<file path="config.mk">
export PLATFORM = sky130hd
export DESIGN_NAME = xbus_lane_lock
export DESIGN_NICKNAME = d
export VERILOG_FILES = /design/src/rtl/xbus_lane_lock_pkg.sv /design/src/rtl/xbus_lane_lock_fsm.sv /design/src/rtl/xbus_lane_lock.sv
export SDC_FILE = /design/constraint.sdc
export NUM_CORES = 1
export LEC_CHECK = 0
export CAP_MARGIN = 40
export CELL_PAD_IN_SITES_DETAIL_PLACEMENT = 0
export CELL_PAD_IN_SITES_GLOBAL_PLACEMENT = 1
export CORE_MARGIN = 1
export CORE_UTILIZATION = 25
export CTS_BUF_LIST = sky130_fd_sc_hd__clkbuf_8
export DETAILED_ROUTE_END_ITERATION = 12
export MAX_ROUTING_LAYER = met4
export PLACE_DENSITY_LB_ADDON = 0.05
export SYNTH_ARGS = -nofsm -noshare
export SYNTH_HDL_FRONTEND = slang
export SYNTH_SLANG_ARGS = --single-unit
</file>
<file path="constraint.sdc">
create_clock -name clk_i -period 2.7 [get_ports clk_i]
set_input_delay 0.54 -clock clk_i [delete_from_list [all_inputs] [get_ports clk_i]]
set_output_delay 0.54 -clock clk_i [all_outputs]
set_load 0.01 [all_outputs]
</file>
<file path="src/rtl/xbus_lane_lock_pkg.sv">
// rtl/xbus_lane_lock_pkg.sv - shared types and constants for the xbus lane lock detector
package xbus_lane_lock_pkg;

    typedef enum logic [1:0] {HUNT, CONFIRM, LOCKED, LOSS} lane_lock_state_e;

    localparam int LOSS_CNT_W = 8;

    function automatic int cnt_width(input int lock_cnt, input int unlock_cnt);
        int m;
        m = (lock_cnt > unlock_cnt) ? lock_cnt : unlock_cnt;
        return $clog2(m + 1);
    endfunction

endpackage

</file>
<file path="src/rtl/xbus_lane_lock_fsm.sv">
// rtl/xbus_lane_lock_fsm.sv - single-lane sync lock FSM with optional loss counter
// Optional loss statistics enabled by XBUS_LANE_LOCK_STATS_EN.
module xbus_lane_lock_fsm
    import xbus_lane_lock_pkg::*;
#(
    parameter int LOCK_CNT   = 8,
    parameter int UNLOCK_CNT = 4,
    parameter int CNT_W      = 4
) (
    input  logic                  clk_i,
    input  logic                  rst_i,
    input  logic                  sync_i,
    input  logic                  err_i,
    input  logic                  force_hunt_i,
    input  logic                  stats_clr_i,
    output logic                  locked_o,
    output logic                  locked_d_o,
    output logic [LOSS_CNT_W-1:0] loss_cnt_o
);

    localparam logic [CNT_W-1:0] LOCK_C   = CNT_W'(LOCK_CNT);
    localparam logic [CNT_W-1:0] UNLOCK_C = CNT_W'(UNLOCK_CNT);
    localparam logic [CNT_W-1:0] ONE_C    = CNT_W'(1);

    lane_lock_state_e state_q, state_d;
    logic [CNT_W-1:0] cnt_q, cnt_d, cnt_inc;
    logic             locked_q, locked_d, eff_sync;

    always_comb begin
        state_d  = state_q;
        cnt_d    = cnt_q;
        eff_sync = sync_i & ~err_i;
        cnt_inc  = cnt_q + ONE_C;
        if (force_hunt_i) begin
            state_d = HUNT;
            cnt_d   = '0;
        end else begin
            unique case (state_q)
                HUNT: if (eff_sync) begin
                    if (LOCK_C == ONE_C) begin
                        state_d = LOCKED;
                        cnt_d   = '0;
                    end else begin
                        state_d = CONFIRM;
                        cnt_d   = ONE_C;
                    end
                end
                CONFIRM: begin
                    if (!eff_sync) begin
                        state_d = HUNT;
                        cnt_d   = '0;
                    end else if (cnt_inc == LOCK_C) begin
                        state_d = LOCKED;
                        cnt_d   = '0;
                    end else begin
                        cnt_d = cnt_inc;
                    end
                end
                LOCKED: if (err_i) begin
                    if (UNLOCK_C == ONE_C) begin
                        state_d = HUNT;
                        cnt_d   = '0;
                    end else begin
                        state_d = LOSS;
                        cnt_d   = ONE_C;
                    end
                end
                LOSS: begin
                    if (!err_i) begin
                        state_d = LOCKED;
                        cnt_d   = '0;
                    end else if (cnt_inc == UNLOCK_C) begin
                        state_d = HUNT;
                        cnt_d   = '0;
                    end else begin
                        cnt_d = cnt_inc;
                    end
                end
                default: begin
                    state_d = HUNT;
                    cnt_d   = '0;
                end
            endcase
        end
        locked_d = (state_d == LOCKED) || (state_d == LOSS);
    end

    always_ff @(posedge clk_i) begin
        if (rst_i) begin
            state_q  <= HUNT;
            cnt_q    <= '0;
            locked_q <= 1'b0;
        end else begin
            state_q  <= state_d;
            cnt_q    <= cnt_d;
            locked_q <= locked_d;
        end
    end

    assign locked_o   = locked_q;
    assign locked_d_o = locked_d;

`ifdef XBUS_LANE_LOCK_STATS_EN
    logic [LOSS_CNT_W-1:0] loss_q;

    // Clear takes precedence over a coincident loss event.
    always_ff @(posedge clk_i) begin
        if (rst_i || stats_clr_i) begin
            loss_q <= '0;
        end else if (locked_q && !locked_d && (loss_q != '1)) begin
            loss_q <= loss_q + 1'b1;
        end
    end

    assign loss_cnt_o = loss_q;
`else
    logic unused_stats_clr;
    assign unused_stats_clr = stats_clr_i;
    assign loss_cnt_o       = '0;
`endif

endmodule

</file>
<file path="src/rtl/xbus_lane_lock.sv">
// rtl/xbus_lane_lock.sv - multi-lane sync lock detector with aggregate lock and change pulse
// Optional loss statistics enabled by XBUS_LANE_LOCK_STATS_EN.
module xbus_lane_lock
    import xbus_lane_lock_pkg::*;
#(
    parameter int LANES      = 4,
    parameter int LOCK_CNT   = 8,
    parameter int UNLOCK_CNT = 4
) (
    input  logic                        clk_i,
    input  logic                        rst_i,
    input  logic [LANES-1:0]            sync_i,
    input  logic [LANES-1:0]            err_i,
    input  logic [LANES-1:0]            force_hunt_i,
    input  logic                        stats_clr_i,
    output logic [LANES-1:0]            locked_o,
    output logic                        all_locked_o,
    output logic [LANES-1:0]            lock_chg_o,
    output logic [LANES*LOSS_CNT_W-1:0] loss_cnt_o
);

    localparam int CNT_W = cnt_width(LOCK_CNT, UNLOCK_CNT);

    logic [LANES-1:0] locked_w, locked_d;
    logic             all_locked_q;
    logic [LANES-1:0] lock_chg_q;

    for (genvar n = 0; n < LANES; n++) begin : g_lane
        xbus_lane_lock_fsm #(
            .LOCK_CNT  (LOCK_CNT),
            .UNLOCK_CNT(UNLOCK_CNT),
            .CNT_W     (CNT_W)
        ) u_fsm (
            .clk_i       (clk_i),
            .rst_i       (rst_i),
            .sync_i      (sync_i[n]),
            .err_i       (err_i[n]),
            .force_hunt_i(force_hunt_i[n]),
            .stats_clr_i (stats_clr_i),
            .locked_o    (locked_w[n]),
            .locked_d_o  (locked_d[n]),
            .loss_cnt_o  (loss_cnt_o[n*LOSS_CNT_W +: LOSS_CNT_W])
        );
    end

    // Built from next-state lock so both flags line up with locked_o.
    always_ff @(posedge clk_i) begin
        if (rst_i) begin
            all_locked_q <= 1'b0;
            lock_chg_q   <= '0;
        end else begin
            all_locked_q <= &locked_d;
            lock_chg_q   <= locked_d ^ locked_w;
        end
    end

    assign locked_o     = locked_w;
    assign all_locked_o = all_locked_q;
    assign lock_chg_o   = lock_chg_q;

endmodule

</file>
After elaboration in Yosys (flattened, before gate mapping)
Index checks and enable logic that the tools add are counted.
{ "word_totals": {"memories": 0, "ramBits": 0, "input_bits": 15, "romBits": 0, "elab_cells": 140, "latchBits": 0, "reg_bits": 33} }
{ "op_classes": {"n_shift": 0, "order_cmp": 0, "n_mux": 60, "reduce_logical": 17, "mul": 0, "eq_ne": 36, "bitwise": 9, "div": 0, "n_addsub": 4} }
{ "ops": {"columns": ["operator", "count"], "rows": [
  ["$mux W4", 24],
  ["$pmux W4 S4", 4],
  ["$mux W2", 28],
  ["$eq A2 B2 Y1 const B", 16],
  ["$pmux W2 S4", 4],
  ["$add A4 B1 Y4 const B", 4],
  ["$eq A4 B3 Y1 const B", 4],
  ["$eq A4 B4 Y1 const B", 4],
  ["$eq A2 B1 Y1 const B", 4],
  ["$logic_not A2 Y1", 4],
  ["$ne A2 B1 Y1 const B", 4],
  ["$ne A2 B2 Y1 const B", 4],
  ["$reduce_and A2 Y1", 4],
  ["$reduce_or A2 Y1", 4],
  ["$and A1 B1 Y1", 4],
  ["$logic_or A1 B1 Y1", 4],
  ["$not A1 Y1", 4],
  ["$reduce_and A4 Y1", 1],
  ["$xor A4 B4 Y4", 1]
]} }

Longest topological paths before layout
Gate-level depths: netlist (run 1).
{ "logic_depth": {"ltp_word": 9, "ltp_mapped": 6, "depth_no_buf": 6} }

Hierarchy
Synthesis (run 1) repeated with hierarchy kept, for this count alone.
{ "hier_totals": {"cells_unflattened": 245, "area_unflattened_um2": 2090.8} }
{ "modules_own_cells": {"columns": ["module", "cells_per_inst", "n_inst", "area_per_inst_um2"], "rows": [
  ["xbus_lane_lock_fsm at g_lane[3].u_fsm", 59, 1, 493.0],
  ["xbus_lane_lock_fsm at g_lane[2].u_fsm", 57, 1, 491.7],
  ["xbus_lane_lock_fsm at g_lane[1].u_fsm", 56, 1, 478.0],
  ["xbus_lane_lock_fsm at g_lane[0].u_fsm", 58, 1, 467.9],
  ["xbus_lane_lock", 15, 1, 160.2]
]} }

Worst setup path after synthesis (run 1)
No wires, ideal clock.
{ "synth_timing": {"path_type": "register to register", "from": "register g_lane[2].u_fsm.cnt_q[0]", "to": "register lock_chg_q[2] (netlist: lock_chg_o[2])", "required_ns": 2.577, "arrival_ns": 1.776, "setup_slack_ns": 0.801, "stages_incl_launch_ff": 7, "period_less_slack_ns": 1.899, "path_buffers": 0, "cell_sequence": "dfxtp_1 ha_1 or3b_1 o41ai_1 a41oi_1 o21bai_2 mux2_1"} }
{ "synth_between": {"elab_chain_cells": 9, "word_cells_on_any_way": 13, "classes_between": "add/sub: 1; eq/ne: 4; mux: 6; bitwise: 1; reduce/logical: 1"} }
{ "synth_lines": {"columns": ["element", "line", "source"], "rows": [
  ["start, declared", "xbus_lane_lock_fsm.sv:26", "logic [CNT_W-1:0] cnt_q, cnt_d, cnt_inc;"],
  ["start signal, assigned", "xbus_lane_lock_fsm.sv:95", "cnt_q <= cnt_d;"],
  ["$add A4 B1 Y4 *", "xbus_lane_lock_fsm.sv:33", "cnt_inc = cnt_q + ONE_C;"],
  ["$eq A4 B3 Y1 / $eq A4 B4 Y1 (equally long branches)", "xbus_lane_lock_fsm.sv:72, xbus_lane_lock_fsm.sv:52", null],
  ["$mux W2, on equally long branches", "xbus_lane_lock_fsm.sv:72, xbus_lane_lock_fsm.sv:52", null],
  ["$mux W2, on equally long branches", "xbus_lane_lock_fsm.sv:69, xbus_lane_lock_fsm.sv:49", null],
  ["$pmux W2 S4 *", "xbus_lane_lock_fsm.sv:38", "unique case (state_q)"],
  ["$mux W2 *", "xbus_lane_lock_fsm.sv:34", "if (force_hunt_i) begin"],
  ["$eq A2 B2 Y1", "xbus_lane_lock_fsm.sv:85", "locked_d = (state_d == LOCKED) || (state_d == LOSS);"],
  ["$logic_or A1 B1 Y1 *", "xbus_lane_lock_fsm.sv:85", null],
  ["$xor A4 B4 Y4 *", "xbus_lane_lock.sv:53", "lock_chg_q <= locked_d ^ locked_w;"],
  ["end signal, assigned", "xbus_lane_lock.sv:53", null],
  ["end, declared", "xbus_lane_lock.sv:26", "logic [LANES-1:0] lock_chg_q;"]
]} }
Every way passes the cells marked *; elsewhere a longest branch is shown, timed or not.
A chain may end at the register's enable or synchronous reset.

Final worst setup path (run 1)
Ends and elaborated chain as after synthesis.

==> impl_metrics.toml, run 1 <==
[final_layout]
syn2layout_area_growth_pct = 12.55
diodes = 0
drive_gt1_share_pct = 6.931
fillers = 956
fin_nets = 323
utilization_pct = 29.31

[logic_synthesis]
synth_seq_cells = 32
synth_area_leaders = "dfxtp_1 28%, buf_4 12%, nand2_1 3.9%"
synth_top_area_share_pct = 28.07
synth_edf_count = 0
syn-instance-count = 282
synth.distinct_cells = 60
synth_top_area_cell = "dfxtp_1"
yosysSeqAreaShare_pct = 28.07
syn_avg_cell_area_sq_um = 8.093
synthFlopType = "dfxtp_1"
async_flop_share_pct = 0
synth_warnings = 0
synth_area_sq_um = 2282

[run]
maxCapViolations = 0

[placement]
portBuffers = 22
pre_cts_ws_ns = 0.3448
place.gp.congestion = 0.7266
post-dp-hpwl_um = 3875

[timing]
hold_viol = 0
period_needed_ns = 2.103
rsz0062_at_grt = "no"
layout_setup_ws_ns = 0.5975
worstMarginPinSlew_ns = 0.5155
finalClockSkew_ns = 0.004359
period_share_pct = 77.87
drv_slew = 0
clock.fmax_ghz = 0.4756
slew-limit-headroom_pct = 65.51
setup_viol = 0
fin_tns_setup_ns = 0

[setup_path]
slowest_delay_ns = 0.45
endpoint_kind = "flop"
cp_max_fo = 8
critPathArrivalTime_ns = 2.27
crit_chain = "ha_1 -> or3b_1 -> o41ai_1 -> a41oi_1 -> o21bai_2 -> mux2_1"
setup.worst_path.start_class = "flop"
required_ns = 2.87
r2r_slack_ns = 0.60
cpMaxStageDelayCell = "dfxtp_1"
critPathKind = "flop to flop"
crit_path_end = "lock_chg_o[2]"
crit_start = "g_lane[2].u_fsm.cnt_q[0]"
worstRegToRegCells = 6
r2r_start = "g_lane[2].u_fsm.cnt_q[0]"
timing.rr.end = "lock_chg_o[2]"

[floorplanning]
ios = 56
initial_core_util_pct = 26.04
die_w_um = 97.55
die_h_um = 97.55
core_area_sq_um = 8763
die-area_sq_um = 9515
num_rows = 34

[hold_path]
hold_class = "flop to flop"

[cts]
insertion_delay_ns = 0.28
cts-root-buf = "clkbuf_8"
cts_resized = 0
clk_path_buf_depth = 2
postCtsHoldBufs = 0
cts_inserted_buffers = 5
cts_setup_buffers = 0
clkSinkCount = 32
htreeDepth = 2
path_clk_slew_ns = 0.07
cts_tree = "built"

[grt]
antenna_found_initial = 0
grt_max_degree = 14
first_global_vias = 1704
grt-ovfl-total = 0
grt.total_usage_pct = 11.54
grt_pass1_wl_um = 8445

[drt]
drt_iter0_markers = 41
dr.pass1.iters = 4
ant_nets = 0
drc_errors = 0
routed_via_density = 4.650
routed_wl_um = 5190
avgRoutedWirePerCell_um = 12.63
vias = 1911

[outcome]
status = "completed"

[power]
ir_drop_uv = 149.4
power_density_nw_per_um2 = 381.5
leakage_nw = 0.9889
==> worst min-delay path by stage <==
stage / from / endpoint / slack (ns) / cells past startpoint
2_1_floorplan: g_lane[1].u_fsm.cnt_q[1] / g_lane[1].u_fsm.cnt_q[1] / 0.48 / 2
3_3_place_gp: g_lane[1].u_fsm.cnt_q[1] / g_lane[1].u_fsm.cnt_q[1] / 0.51 / 2
3_5_place_dp: g_lane[1].u_fsm.cnt_q[1] / g_lane[1].u_fsm.cnt_q[1] / 0.52 / 2
4_1_cts: g_lane[1].u_fsm.cnt_q[1] / g_lane[1].u_fsm.cnt_q[1] / 0.53 / 2
5_1_grt: g_lane[1].u_fsm.cnt_q[1] / g_lane[1].u_fsm.cnt_q[1] / 0.58 / 2
6_report: g_lane[1].u_fsm.cnt_q[1] / g_lane[1].u_fsm.cnt_q[1] / 0.54 / 2
==> synthesized netlist by cell type, types with 4 or more instances <==
| cell | instances |
|---|---|
| inv_1 | 10 |
| nor2b_1 | 5 |
| or3b_1 | 4 |
| clkbuf_1 | 4 |
| a2111oi_0 | 5 |
| nand2b_1 | 4 |
| nor2_1 | 21 |
| o21ai_0 | 8 |
| a21oi_1 | 13 |
| nand2_1 | 24 |
| ha_1 | 6 |
| a21boi_1 | 4 |
| a31oi_1 | 4 |
| o21a_1 | 9 |
| buf_4 | 36 |
| dfxtp_1 | 32 |
| nor3_1 | 8 |
| nand3_1 | 13 |
| o21ai_1 | 9 |
==> critical path, delay by kind of cell, from the launching register on <==
| family | cells | cell delay, ns |
|---|---|---|
| fa+ha+maj | 1 | 0.33 |
| flops | 1 | 0.45 |
| mux | 1 | 0.33 |
| compound gates | 3 | 0.52 |
| simple gates | 1 | 0.37 |
==> logic make-up (layout without fill, tap and decap cells) <==
logic type / Yosys count / after routing / synth area share, %
adders and majority gates: 6 / 6 / 3.289
and+or+nand+nor: 102 / 102 / 24.40
muxes: 7 / 7 / 3.454
buffers and inverters: 53 / 43 / 14.80
DFF: 32 / 32 / 28.07
xor gates and xnor gates: 4 / 4 / 1.535
other: 1 / 32 / 0.1643
AOI/OAI and AO/OA: 77 / 77 / 24.29
==> sequential cells by signal (all words and copies together) (netlist names) <==
signal                 flops
all_locked_o               1
g_lane.u_fsm.state_q       7
lock_chg_o                 4
g_lane.u_fsm.locked_o      4
g_lane.u_fsm.cnt_q        16
==> power breakdown <==
part	leakage [nW]	switching (mW)	total (mW)	internal [mW]
logic	0.679	0.0623	0.100	0.0377
registers	0.258	0.00951	0.486	0.476
clock network	0.0510	0.191	0.394	0.204
==> metal layers <==
metal	global-route usage, %	vias to the layer above	part of all wire [%]
met1	13.94	872	49
met5	-	-	0
met4	3.733	0	0.039
li1	-	995	-
met2	18.50	42	47
met3	3.237	2	3.9
==> area by class of cell <==
type | count | area [sq um] | area share, %
Clock buffer | 6 | 82.58 | 3.215
Clock inverter | 2 | 10.01 | 0.3897
Inverter | 10 | 37.54 | 1.461
Multi-Input combinational cell | 228 | 1420 | 55.28
Sequential cell | 32 | 640.6 | 24.94
Tap cell | 108 | 135.1 | 5.261
Timing Repair Buffer | 25 | 242.7 | 9.450
==> placed cells by master (no fill, tap or decap), drive strengths merged, types with 3 or more instances in the layout <==
master,Yosys,layout
o21a,9,9
a21boi,5,5
inv,10,10
and3,3,3
nor3,8,8
a2111oi,5,5
o21ai,17,17
dfxtp,32,32
clkbuf,4,6
mux2i,3,3
nor2b,5,5
nor2,21,21
nor3b,4,4
mux2,4,4
clkdlybuf4s50,0,22
nand4bb,3,3
nand3,13,13
nand2,24,24
or3b,4,4
conb,1,32
a21oi,15,15
ha,6,6
buf,39,3
a31oi,4,4
nand2b,4,4
==> through the flow <==
stage                     instance area, sq um  hold slack (ns)  power (mW)  std cells
after floorplan                           2399           0.4794      0.5873        313
final                                     2569           0.5356      0.9799        411
after detailed placement                  2476           0.5183      0.5968        403
after global placement                    2476           0.5096      0.5988        403
after global routing                      2569           0.5785       1.046        411
after CTS                                 2569           0.5295       1.012        411
Power figures use the tool's default switching activity.
==> inputs of run 2 (changes only) <==
==> constraint.sdc (replaced) <==
create_clock -name clk_i -period 1.95 [get_ports clk_i]
set_input_delay 0.39 -clock clk_i [delete_from_list [all_inputs] [get_ports clk_i]]
set_output_delay 0.39 -clock clk_i [all_outputs]
set_load 0.01 [all_outputs]
==> run 2 against run 1 <==
- critical path depth is 2 higher
- routed wire length up 2.3%
- non-clock buffer count increased by 24
- clock power is 46% higher
- die area unchanged
- sequential share of layout area shrank 1.9 points
- critical endpoint is now all_locked_o
- largest cell class unchanged
==> impl_metrics.toml, run 2 (synthesized netlist as in run 1, its figures left out) <==
[final_layout]
fillers = 935
syn2layout_area_growth_pct = 22.31
diodes = 0
drive_gt1_share_pct = 15.34
top_regs = "g_lane.u_fsm.cnt_q x16, g_lane.u_fsm.state_q x7"
post-route-cell-area_sq_um = 2791
final_cell_mix = "32 x conb_1, 30 x dfxtp_1, 26 x buf_4"
largest_reg_flops = 16
final_common_cell = "conb_1"
largest_register = "g_lane.u_fsm.cnt_q"
fin_nets = 347

[setup_path]
critPathKind = "flop to flop"
endpoint_kind = "flop"
required_ns = 2.14
cp_max_fo = 6
critPathArrivalTime_ns = 2.06
setup.worst_path.start_class = "flop"

[drt]
drt_iter0_markers = 39
wl_met3_um = 225
ant_nets = 0
m1WireLength_um = 2570
vias = 2021
routed_via_density = 4.657
dr.pass1.iters = 4
avgRoutedWirePerCell_um = 12.24
routed-wl-met2_um = 2427
top_layer = "met4"
routed_wl_um = 5311
drc_errors = 0

[floorplanning]
die_w_um = 97.55
ios = 56
num_rows = 34
initial_core_util_pct = 26.04
die_h_um = 97.55
core_area_sq_um = 8763
die-area_sq_um = 9515

[power]
leakage_nw = 1.122
ir_drop_uv = 171.4
power_density_nw_per_um2 = 503.9

[cts]
cts-root-buf = "clkbuf_8"
path_clk_slew_ns = 0.07
htreeDepth = 2
cts_inserted_buffers = 5
insertion_delay_ns = 0.29
clkSinkCount = 32
cts_tree = "built"
clk_path_buf_depth = 2

[grt]
grt_pass1_wl_um = 8694
grt.total_usage_pct = 11.61
grt_max_degree = 22
antenna_found_initial = 0
first_global_vias = 1828
grt-ovfl-total = 0

[timing]
drv_slew = 0
setup_viol = 0
hold_viol = 0
clock.fmax_ghz = 0.5341
holdWs_ns = 0.4839
period_share_pct = 96.01
period_needed_ns = 1.872
layout_setup_ws_ns = 0.07772
finalClockSkew_ns = 0.003255

[placement]
place.gp.congestion = 0.7632
pre_cts_ws_ns = -0.07072
post-dp-hpwl_um = 3930
placed_area_sq_um = 2661
portBuffers = 22

[outcome]
status = "completed"

[hold_path]
hold_class = "flop to flop"

[run]
maxCapViolations = 0
[run 2: changes by cell type in the layout (fill, tap and decap cells not counted), sizes merged]
| cell | delta |
|---|---|
| buf | +24 |
| clkinv | -2 |
| clkbuf | +1 |
[run 2: area by class of cell]
type / count / area, sq um / share of cell area [%]
clock buffers: 7 / 96.34 / 3.451
well taps: 108 / 135.1 / 4.841
repair buffers: 49 / 435.4 / 15.60
inverters: 10 / 37.54 / 1.345
flip-flops and latches: 32 / 643.1 / 23.04
multi-input cells: 228 / 1444 / 51.73
[run 2: path summary, 6_finish.rpt]
| check | to | slack [ns] | start | cells after the start |
|---|---|---|---|---|
| hold reg to reg | g_lane[2].u_fsm.cnt_q[0] | 0.48 | g_lane[2].u_fsm.cnt_q[0] | 1 |
| hold / removal | g_lane[2].u_fsm.cnt_q[0] | 0.48 | g_lane[2].u_fsm.cnt_q[0] | 1 |
| setup reg to reg | all_locked_o | 0.08 | g_lane[2].u_fsm.cnt_q[0] | 8 |
| setup / recovery | all_locked_o | 0.08 | g_lane[2].u_fsm.cnt_q[0] | 8 |
[run 2: report_power, final]
group / leakage [nW] / switching, mW / total [mW] / internal (mW)
Combinational: 0.813 / 0.0921 / 0.160 / 0.0680
Clock: 0.0503 / 0.261 / 0.576 / 0.315
Sequential: 0.259 / 0.0112 / 0.671 / 0.660
[run 2: critical path, stage by stage (launching register included)]
cell      delay (ns)
dfxtp_2         0.34
ha_1            0.23
buf_4           0.16
nor4bb_1        0.35
nand2b_1        0.11
o31ai_2         0.09
o21bai_2        0.11
buf_4           0.14
nor4b_1         0.25
[run 2: metrics by stage]
stage / util (%) / power, mW / cells / TNS (ns)
detailed placement: 30.37 / 0.8444 / 426 / -0.1676
CTS: 31.47 / 1.438 / 433 / 0
global placement: 30.37 / 0.8474 / 426 / -0.1650
global route: 31.85 / 1.474 / 434 / -0.007736
floorplan: - / 0.8132 / 313 / 0
finish: 31.85 / 1.407 / 434 / 0
[run 2: layer usage]
| layer | vias up | track usage [%] |
|---|---|---|
| met4 | 0 | 4.412 |
| met2 | 49 | 18.29 |
| met1 | 927 | 14.44 |
| met5 | - | - |
| li1 | 1037 | - |
| met3 | 8 | 2.590 |
[run 2: timing repair]
action	4_1_cts	5_1_grt
hold buffers	0	0
endpoints found under the setup margin	0	3
setup buffers	0	1
gates resized for setup	0	6
==> inputs of run 3 (changes only) <==
--- a/config.mk
+++ b/config.mk
@@ -14,6 +14,7 @@
 export DETAILED_ROUTE_END_ITERATION = 12
 export MAX_ROUTING_LAYER = met4
 export PLACE_DENSITY_LB_ADDON = 0.05
+export SLEW_MARGIN = 30
 export SYNTH_ARGS = -nofsm -noshare
 export SYNTH_HDL_FRONTEND = slang
 export SYNTH_SLANG_ARGS = --single-unit
==> results of run 3 <==
Same layout as run 2: the final DEF is identical, and so are final timing and power.
